$ cat src/rtl/multicycle_cpu.sv
// multicycle_cpu: multi-cycle MIPS-subset core with one shared memory port.
// Each instruction walks FETCH -> DECODE -> EXEC [-> MEM] [-> WB]; memory may
// stretch FETCH and MEM with wait states through the req/ready handshake.
//
// Ports:
//   clk, rst          rising-edge clock, asynchronous active-high reset
//   mem_req/mem_we    access request / write strobe (sw only)
//   mem_addr          word-aligned byte address (low ADDR_W bits)
//   mem_wdata         store data
//   mem_rdata         read data, sampled when mem_req && mem_ready
//   mem_ready         completes the access on the current edge
//   halted            sticky flag, set by an illegal opcode/funct
//   pc_dbg            current program counter
module multicycle_cpu #(
    parameter logic [31:0] RESET_PC = 32'h0000_3000,
    parameter int          ADDR_W   = 32,
    parameter int          NREG_AW  = 5
) (
    input  logic              clk,
    input  logic              rst,
    output logic              mem_req,
    output logic              mem_we,
    output logic [ADDR_W-1:0] mem_addr,
    output logic [31:0]       mem_wdata,
    input  logic [31:0]       mem_rdata,
    input  logic              mem_ready,
    output logic              halted,
    output logic [31:0]       pc_dbg
);
    localparam int NREG = 1 << NREG_AW;

    typedef enum logic [2:0] {
        S_IDLE, S_FETCH, S_DECODE, S_EXEC, S_MEM, S_WB, S_HALT
    } state_t;

    state_t state, state_nx;

    logic [31:0] pc, ir, a, b, alu_out, mdr;
    logic [31:0] regs [NREG];

    // instruction fields
    logic [5:0]         op, funct;
    logic [4:0]         shamt;
    logic [15:0]        imm;
    logic [25:0]        target;
    logic [NREG_AW-1:0] rs_idx, rt_idx, rd_idx, wb_idx;
    logic [31:0]        simm;

    assign op     = ir[31:26];
    assign funct  = ir[5:0];
    assign shamt  = ir[10:6];
    assign imm    = ir[15:0];
    assign target = ir[25:0];
    assign rs_idx = ir[21 +: NREG_AW];
    assign rt_idx = ir[16 +: NREG_AW];
    assign rd_idx = ir[11 +: NREG_AW];
    assign simm   = {{16{imm[15]}}, imm};

    // instruction class decode
    logic is_r, is_addu, is_subu, is_and, is_or, is_slt, is_sll, is_jr;
    logic is_addiu, is_ori, is_lui, is_lw, is_sw, is_beq, is_j, is_jal;
    logic legal, is_ctrl;

    assign is_r     = (op == 6'h00);
    assign is_addu  = is_r && (funct == 6'h21);
    assign is_subu  = is_r && (funct == 6'h23);
    assign is_and   = is_r && (funct == 6'h24);
    assign is_or    = is_r && (funct == 6'h25);
    assign is_slt   = is_r && (funct == 6'h2A);
    assign is_sll   = is_r && (funct == 6'h00);
    assign is_jr    = is_r && (funct == 6'h08);
    assign is_addiu = (op == 6'h09);
    assign is_ori   = (op == 6'h0D);
    assign is_lui   = (op == 6'h0F);
    assign is_lw    = (op == 6'h23);
    assign is_sw    = (op == 6'h2B);
    assign is_beq   = (op == 6'h04);
    assign is_j     = (op == 6'h02);
    assign is_jal   = (op == 6'h03);

    assign legal = is_addu | is_subu | is_and | is_or | is_slt | is_sll | is_jr |
                   is_addiu | is_ori | is_lui | is_lw | is_sw | is_beq | is_j | is_jal;
    assign is_ctrl = is_beq | is_j | is_jal | is_jr;

    // R-type writes rd, I-type (incl. lw) writes rt
    assign wb_idx = is_r ? rd_idx : rt_idx;

    // shared ALU
    logic [31:0] alu_res;
    always_comb begin
        alu_res = '0;
        if (is_addu)              alu_res = a + b;
        else if (is_subu)         alu_res = a - b;
        else if (is_and)          alu_res = a & b;
        else if (is_or)           alu_res = a | b;
        else if (is_slt)          alu_res = {31'b0, $signed(a) < $signed(b)};
        else if (is_sll)          alu_res = b << shamt;
        else if (is_ori)          alu_res = a | {16'b0, imm};
        else if (is_lui)          alu_res = {imm, 16'b0};
        else if (is_addiu | is_lw | is_sw) alu_res = a + simm;
    end

    // state register
    always_ff @(posedge clk or posedge rst) begin
        if (rst) state <= S_IDLE;
        else     state <= state_nx;
    end

    // next state and memory request; request outputs are pure functions of
    // state and registers, so they hold steady across wait cycles and drop
    // the instant reset forces IDLE
    logic [31:0] req_addr;
    always_comb begin
        state_nx  = state;
        mem_req   = 1'b0;
        mem_we    = 1'b0;
        req_addr  = '0;
        mem_wdata = '0;
        case (state)
            S_IDLE:   state_nx = S_FETCH;
            S_FETCH: begin
                mem_req  = 1'b1;
                req_addr = {pc[31:2], 2'b00};
                if (mem_ready) state_nx = S_DECODE;
            end
            S_DECODE: state_nx = legal ? S_EXEC : S_HALT;
            S_EXEC: begin
                if (is_ctrl)             state_nx = S_FETCH;
                else if (is_lw | is_sw)  state_nx = S_MEM;
                else                     state_nx = S_WB;
            end
            S_MEM: begin
                mem_req   = 1'b1;
                mem_we    = is_sw;
                req_addr  = {alu_out[31:2], 2'b00};
                mem_wdata = b;
                if (mem_ready) state_nx = is_sw ? S_FETCH : S_WB;
            end
            S_WB:     state_nx = S_FETCH;
            S_HALT:   state_nx = S_HALT;
            default:  state_nx = S_IDLE;
        endcase
    end

    assign mem_addr = req_addr[ADDR_W-1:0];
    assign halted   = (state == S_HALT);
    assign pc_dbg   = pc;

    // datapath registers
    always_ff @(posedge clk or posedge rst) begin
        if (rst) begin
            pc      <= RESET_PC;
            ir      <= '0;
            a       <= '0;
            b       <= '0;
            alu_out <= '0;
            mdr     <= '0;
        end else begin
            case (state)
                S_FETCH: if (mem_ready) begin
                    ir <= mem_rdata;
                    pc <= pc + 32'd4;
                end
                S_DECODE: begin
                    a <= (rs_idx == '0) ? 32'd0 : regs[rs_idx];
                    b <= (rt_idx == '0) ? 32'd0 : regs[rt_idx];
                end
                S_EXEC: begin
                    alu_out <= alu_res;
                    // pc already points past this instruction
                    if (is_beq && (a == b)) pc <= pc + (simm << 2);
                    if (is_j | is_jal)      pc <= {pc[31:28], target, 2'b00};
                    if (is_jr)              pc <= a;
                end
                S_MEM: if (mem_ready && !is_sw) mdr <= mem_rdata;
                default: ;
            endcase
        end
    end

    // register file; entry 0 is never written so it always reads 0
    always_ff @(posedge clk or posedge rst) begin
        if (rst) begin
            for (int i = 0; i < NREG; i++) regs[i] <= '0;
        end else begin
            if (state == S_EXEC && is_jal)
                regs[NREG-1] <= pc;
            if (state == S_WB && wb_idx != '0)
                regs[wb_idx] <= is_lw ? mdr : alu_out;
        end
    end

endmodule

$ cat config.mk
export PLATFORM = sky130hd
export DESIGN_NAME = multicycle_cpu
export DESIGN_NICKNAME = d
export VERILOG_FILES = /design/src/rtl/multicycle_cpu.sv
export SDC_FILE = /design/constraint.sdc
export NUM_CORES = 2
export LEC_CHECK = 0
export CAP_MARGIN = 20
export CORE_MARGIN = 8
export CORE_UTILIZATION = 48
export CTS_CLUSTER_DIAMETER = 150
export DETAILED_ROUTE_END_ITERATION = 8
export PLACE_DENSITY = 0.65
export REMOVE_ABC_BUFFERS = 1
export SLEW_MARGIN = 20
export SYNTH_ARGS = -nofsm -noshare
export SYNTH_HDL_FRONTEND = slang
export SYNTH_SLANG_ARGS = --single-unit
$ cat constraint.sdc
create_clock -name clk -period 44.1 [get_ports clk]
set_input_delay 8.82 -clock clk [delete_from_list [all_inputs] [get_ports clk]]
set_output_delay 8.82 -clock clk [all_outputs]
set_load 0.02 [all_outputs]
Yosys cells after proc, flatten, opt, wreduce, memory -nomap -nowiden --
Index checks and enable logic that the tools add are counted.
Storage, ports and cells: bits in registers 1219, input bits 35, output and inout port bits 99, word-level logic and storage cells 171
Cells by class: $add $sub $neg 5, order comparisons 5, equality and inequality tests 26, shift-type cells 1, multiplexer cells 40, bitwise logic cells 27, reductions and logical operators 27
Operators by type and width (count):
- bitwise mux 1024 bit | 1
- two-way mux 32 bit | 24
- binary-select mux 32 bit (select 5 bit) | 2
- demux 32 bit (select 5 bit) | 1
- one-hot mux 32 bit (2 select lines) | 2
- adder 32 bit | 3
- == test 6 bit, second input constant | 7
- adder 32 x 3 -> 32 bit, second input constant | 1
- AND 32 bit | 1
- == test 32 bit | 1
- < comparator 32 bit | 1
- bitwise OR 32 x 16 -> 32 bit | 1
- bitwise OR 32 bit | 1
- << shifter 32 x 5 -> 32 bit | 1
- subtractor 32 bit | 1
- == test 6 x 4 -> 1 bit, second input constant | 4
- bitwise OR 1 bit | 21
- greater-or-equal comparator 6 bit, second input constant | 3
- NOT 5 -> 6 bit | 3
- one-hot mux 3 bit (6 select lines) | 1
- two-way mux 3 bit | 5
- == test 6 x 2 -> 1 bit, second input constant | 2
- logical AND 1 bit | 12
- logical NOT 6 bit | 2
- other kinds (19) | 30

Logic depth before layout (Yosys ltp) --
word-level depth 18, mapped depth 15, depth with buffers taken out 13

Worst setup path after synthesis --
Ideal clock, no wire load.
path kind reg-to-output, from reg state[0], to out mem_addr[10], arrival time 1677 ps, path slack 33603 ps, stages on the path, launching flop included 7, buffers on the path 3, cells stage by stage dfrtp_1 -> clkbuf_1 -> nor2b_1 -> and2_1 -> buf_1 -> clkbuf_1 -> a22o_1
On the way: word-level cells in the longest chain between the ends 2, elaborated cells between the ends (all ways) 3, classes of those cells 2 x eq/ne; 1 x mux
Ends and longest elaborated chain:
- from (decl) | RTL line 36 | state_t state, state_nx;
- from (signal assigned) | RTL line 106 | else state <= state_nx;
- == test 3 bit or == test 3 x 1 -> 1 bit (tied branches) | RTL line 119 | case (state)
- one-hot mux 32 bit (2 select lines) (*) | RTL line 119
- to (decl) | RTL line 23 | output logic [ADDR_W-1:0] mem_addr,
Every way passes the cells marked *; elsewhere a longest branch is shown, timed or not.

Worst setup path after layout --
from reg state[0], to out mem_addr[23]
Same word-level chain as after synthesis.

==> out/metrics.yaml <==
grt_pass1_wl_um: 423000
clock-skew-final_ns: 0.0278
syn_to_final_growth_pct: 10.6
drtPass1Iterations: 8
r2r-end: "alu_out[26]"
worstRegToRegCells: 11
final_nets: 6973
ir_worst_vdd_uv: 39.8
cp-end-kind: "output port"
cts_made_buffers: 134
num_vias: 60932
hold_start: "regs[1008]"
clock-sinks: 1219
slowest_stage: "clkdlybuf4s50_1"
switching_share: 0.222
io-pin-count: 134
ys_warn_count: 0
yosysMostFrequentCell: "dfrtp_1"
clockRootBuffer: "clkbuf_16"
cts_tree: "done"
async_flop_share: 1.00
drt_iter0_markers: 8251
final-setup-viol-count: 0
p_sw_uw: 520
cellLeakagePower_nw: 32.5
synth_top_area_share: 0.425
fin_crit_ns: 13.23
ys_ff_latch: 1219
min_period_over_period: 0.300
r2r-start: "ir[12]"
postSynthCellCount: 6991
tightest_slew_ns: 1.26
path_clk_slew_ns: 0.06
maxCapViolCount: 0
synth_cell_types: 84
rsz0062_at_grt: "false"
seq_power_share: 0.478
post_drt_wl_per_cell_um: 33.2
gp_congestion: 1.12
clkPwrFrac: 0.509
drive_above_1_share: 0.175
drcViolationCount: 0
via_per_inst: 6.91
critPathRequiredTime_ns: 35.28
status: "finished, final reports clean"
die-width_um: 402
yosys-top-cells-count: "dfrtp_1 (1,217), nand2_1 (883), o21ai_0 (759)"
max_stage_delay_ns: 0.69
synth_flop_cell: "dfrtp_1"
arrival_ns: 4.41
synth_top_area_cell: "dfrtp_1"
yosysSeqAreaShare: 0.426
grt_max_degree: 160
rrSetupSlack_ns: 38.96
grt_pass1_vias: 58720
grt_usage: 0.354
relSlewSlack: 0.138
antenna_found_initial: 16
ctsLongestPathBuffers: 3
io_buffers: 131
p_total_mw: 2.34
setup.worst_path.start_class: "register"
final_area_um2: 79300
dpl-instance-area_um2: 74600
grt_overflow: 0
rows: 142
syn_area_per_cell_um2: 10.3
start_util: 0.481
hold_end: "regs[1008]"
die_h_um: 402
drv_slew: 0
wirelength_um: 293000
setup_slack_ns: 30.87
crit_type: "register to output port"
pwr_density_cell_nw_per_um2: 29.5
yosys-top-cells-area: "dfrtp_1 (42%), mux4_2 (17%), o21ai_0 (5.3%)"
synth_area_um2: 71700
p_int_mw: 1.82
setup_tns_ns: 0
crit_path_frequent_cell: "buf_4"
pre_cts_ws_ns: 30.81
die_area_um2: 162000
postCtsHoldBufs: 0
post_cts_buffers: 0
cts_max_level: 4
hold_depth: 0
hpwl_um: 193000
pwr-share-comb: 0.012
hp-class: "register to register"
synth-edff-count: 0
clkLatencyLatePin_ns: 0.81
fmax_mhz: 75.6
worstPathCellList: "buf_4 > nor2b_1 > and2_2 > buf_4 > a22o_1 > clkdlybuf4s50_1"
core_um2: 149000
crit_fanout: 30
drtAntennaViolNets: 0
cts_resized: 0
final_hold_viol_count: 0
==> stage by stage <==
stage / util / hold slack (ns) / instances
final: 0.532 / 0.396 / 8820
after global routing: 0.532 / 0.405 / 8812
after CTS: 0.532 / 0.397 / 8812
after detailed placement: 0.501 / 0.382 / 8569
after global placement: 0.500 / 0.376 / 8566
after floorplan: - / 0.365 / 6328
==> worst max path at each step <==
stage	start	to	slack [ns]
2_1_floorplan	rst	a[0]	0.94
3_3_place_gp	rst	regs[725]	30.83
3_5_place_dp	rst	regs[725]	30.81
4_1_cts	state[0]	mem_addr[23]	30.97
5_1_grt	state[0]	mem_addr[23]	30.91
6_report	state[0]	mem_addr[23]	30.87
==> flip-flops by register name, summed over array words and instances (netlist names) <==
register / count
ir: 32
mdr: 32
state: 3
regs: 1024
b: 32
alu_out: 32
pc_dbg: 32
a: 32
==> layer usage <==
metal / track usage / up-vias / wire (µm) / part of all wire
met5: 0 / - / 43 / 0.00015
met4: 0.221 / 8 / 23000 / 0.078
met3: 0.108 / 1091 / 34800 / 0.12
met2: 0.523 / 4073 / 127000 / 0.43
met1: 0.454 / 30642 / 109000 / 0.37
li1: - / 25118 / - / -
==> final cells by class <==
cell class / count / area, µm²
sequential: 1219 / 30500
inverter: 143 / 544
tap: 1944 / 2430
multi-input combinational: 4966 / 38500
fill: 12935 / 69800
clock inverter: 43 / 557
clock buffer: 200 / 4040
timing repair buffer: 297 / 2670
antenna: 8 / 20.0
==> power groups by stage <==
stage               combinational, mW  clock [mW]  sequential (mW)
floorplan                      0.0163           0             1.14
global placement               0.0291           0             1.14
detailed placement             0.0295           0             1.14
CTS                            0.0295        1.20             1.12
global route                   0.0327        1.24             1.12
finish                         0.0284        1.19             1.12
==> cell usage in the layout, fill, tap and decap left out, types with 131 or more instances in the layout <==
master / synthesis / final
mux4_2: 545 / 545
nor2_1: 597 / 586
o21ai_0: 759 / 758
inv_1: 138 / 137
ha_1: 173 / 173
clkdlybuf4s50_1: 0 / 131
a21oi_1: 658 / 658
buf_4: 4 / 156
dfrtp_1: 1217 / 1204
mux2i_1: 197 / 165
clkbuf_16: 0 / 140
nand2_1: 883 / 865
mux2_2: 145 / 145
==> kinds of logic (layout without fill, tap and decap cells) <==
family,after synthesis,in the layout,synth area share
simple gates,1824,1824,0.107
compound gates,1998,1998,0.161
xor+xnor,78,78,0.00953
other cells,1,10,0.0000523
buf+inv,807,683,0.0442
mux,887,887,0.221
fa+ha+maj,177,177,0.0313
flops,1219,1219,0.426
==> critical path, delay by kind of cell (launching register included) <==
family | cells | cell delay, ns
AOI/OAI and AO/OA | 1 | 0.46
and+or+nand+nor | 2 | 0.92
buffers and inverters | 3 | 1.76
DFF | 1 | 0.45
Note: power is estimated with default switching activity, not from simulation.
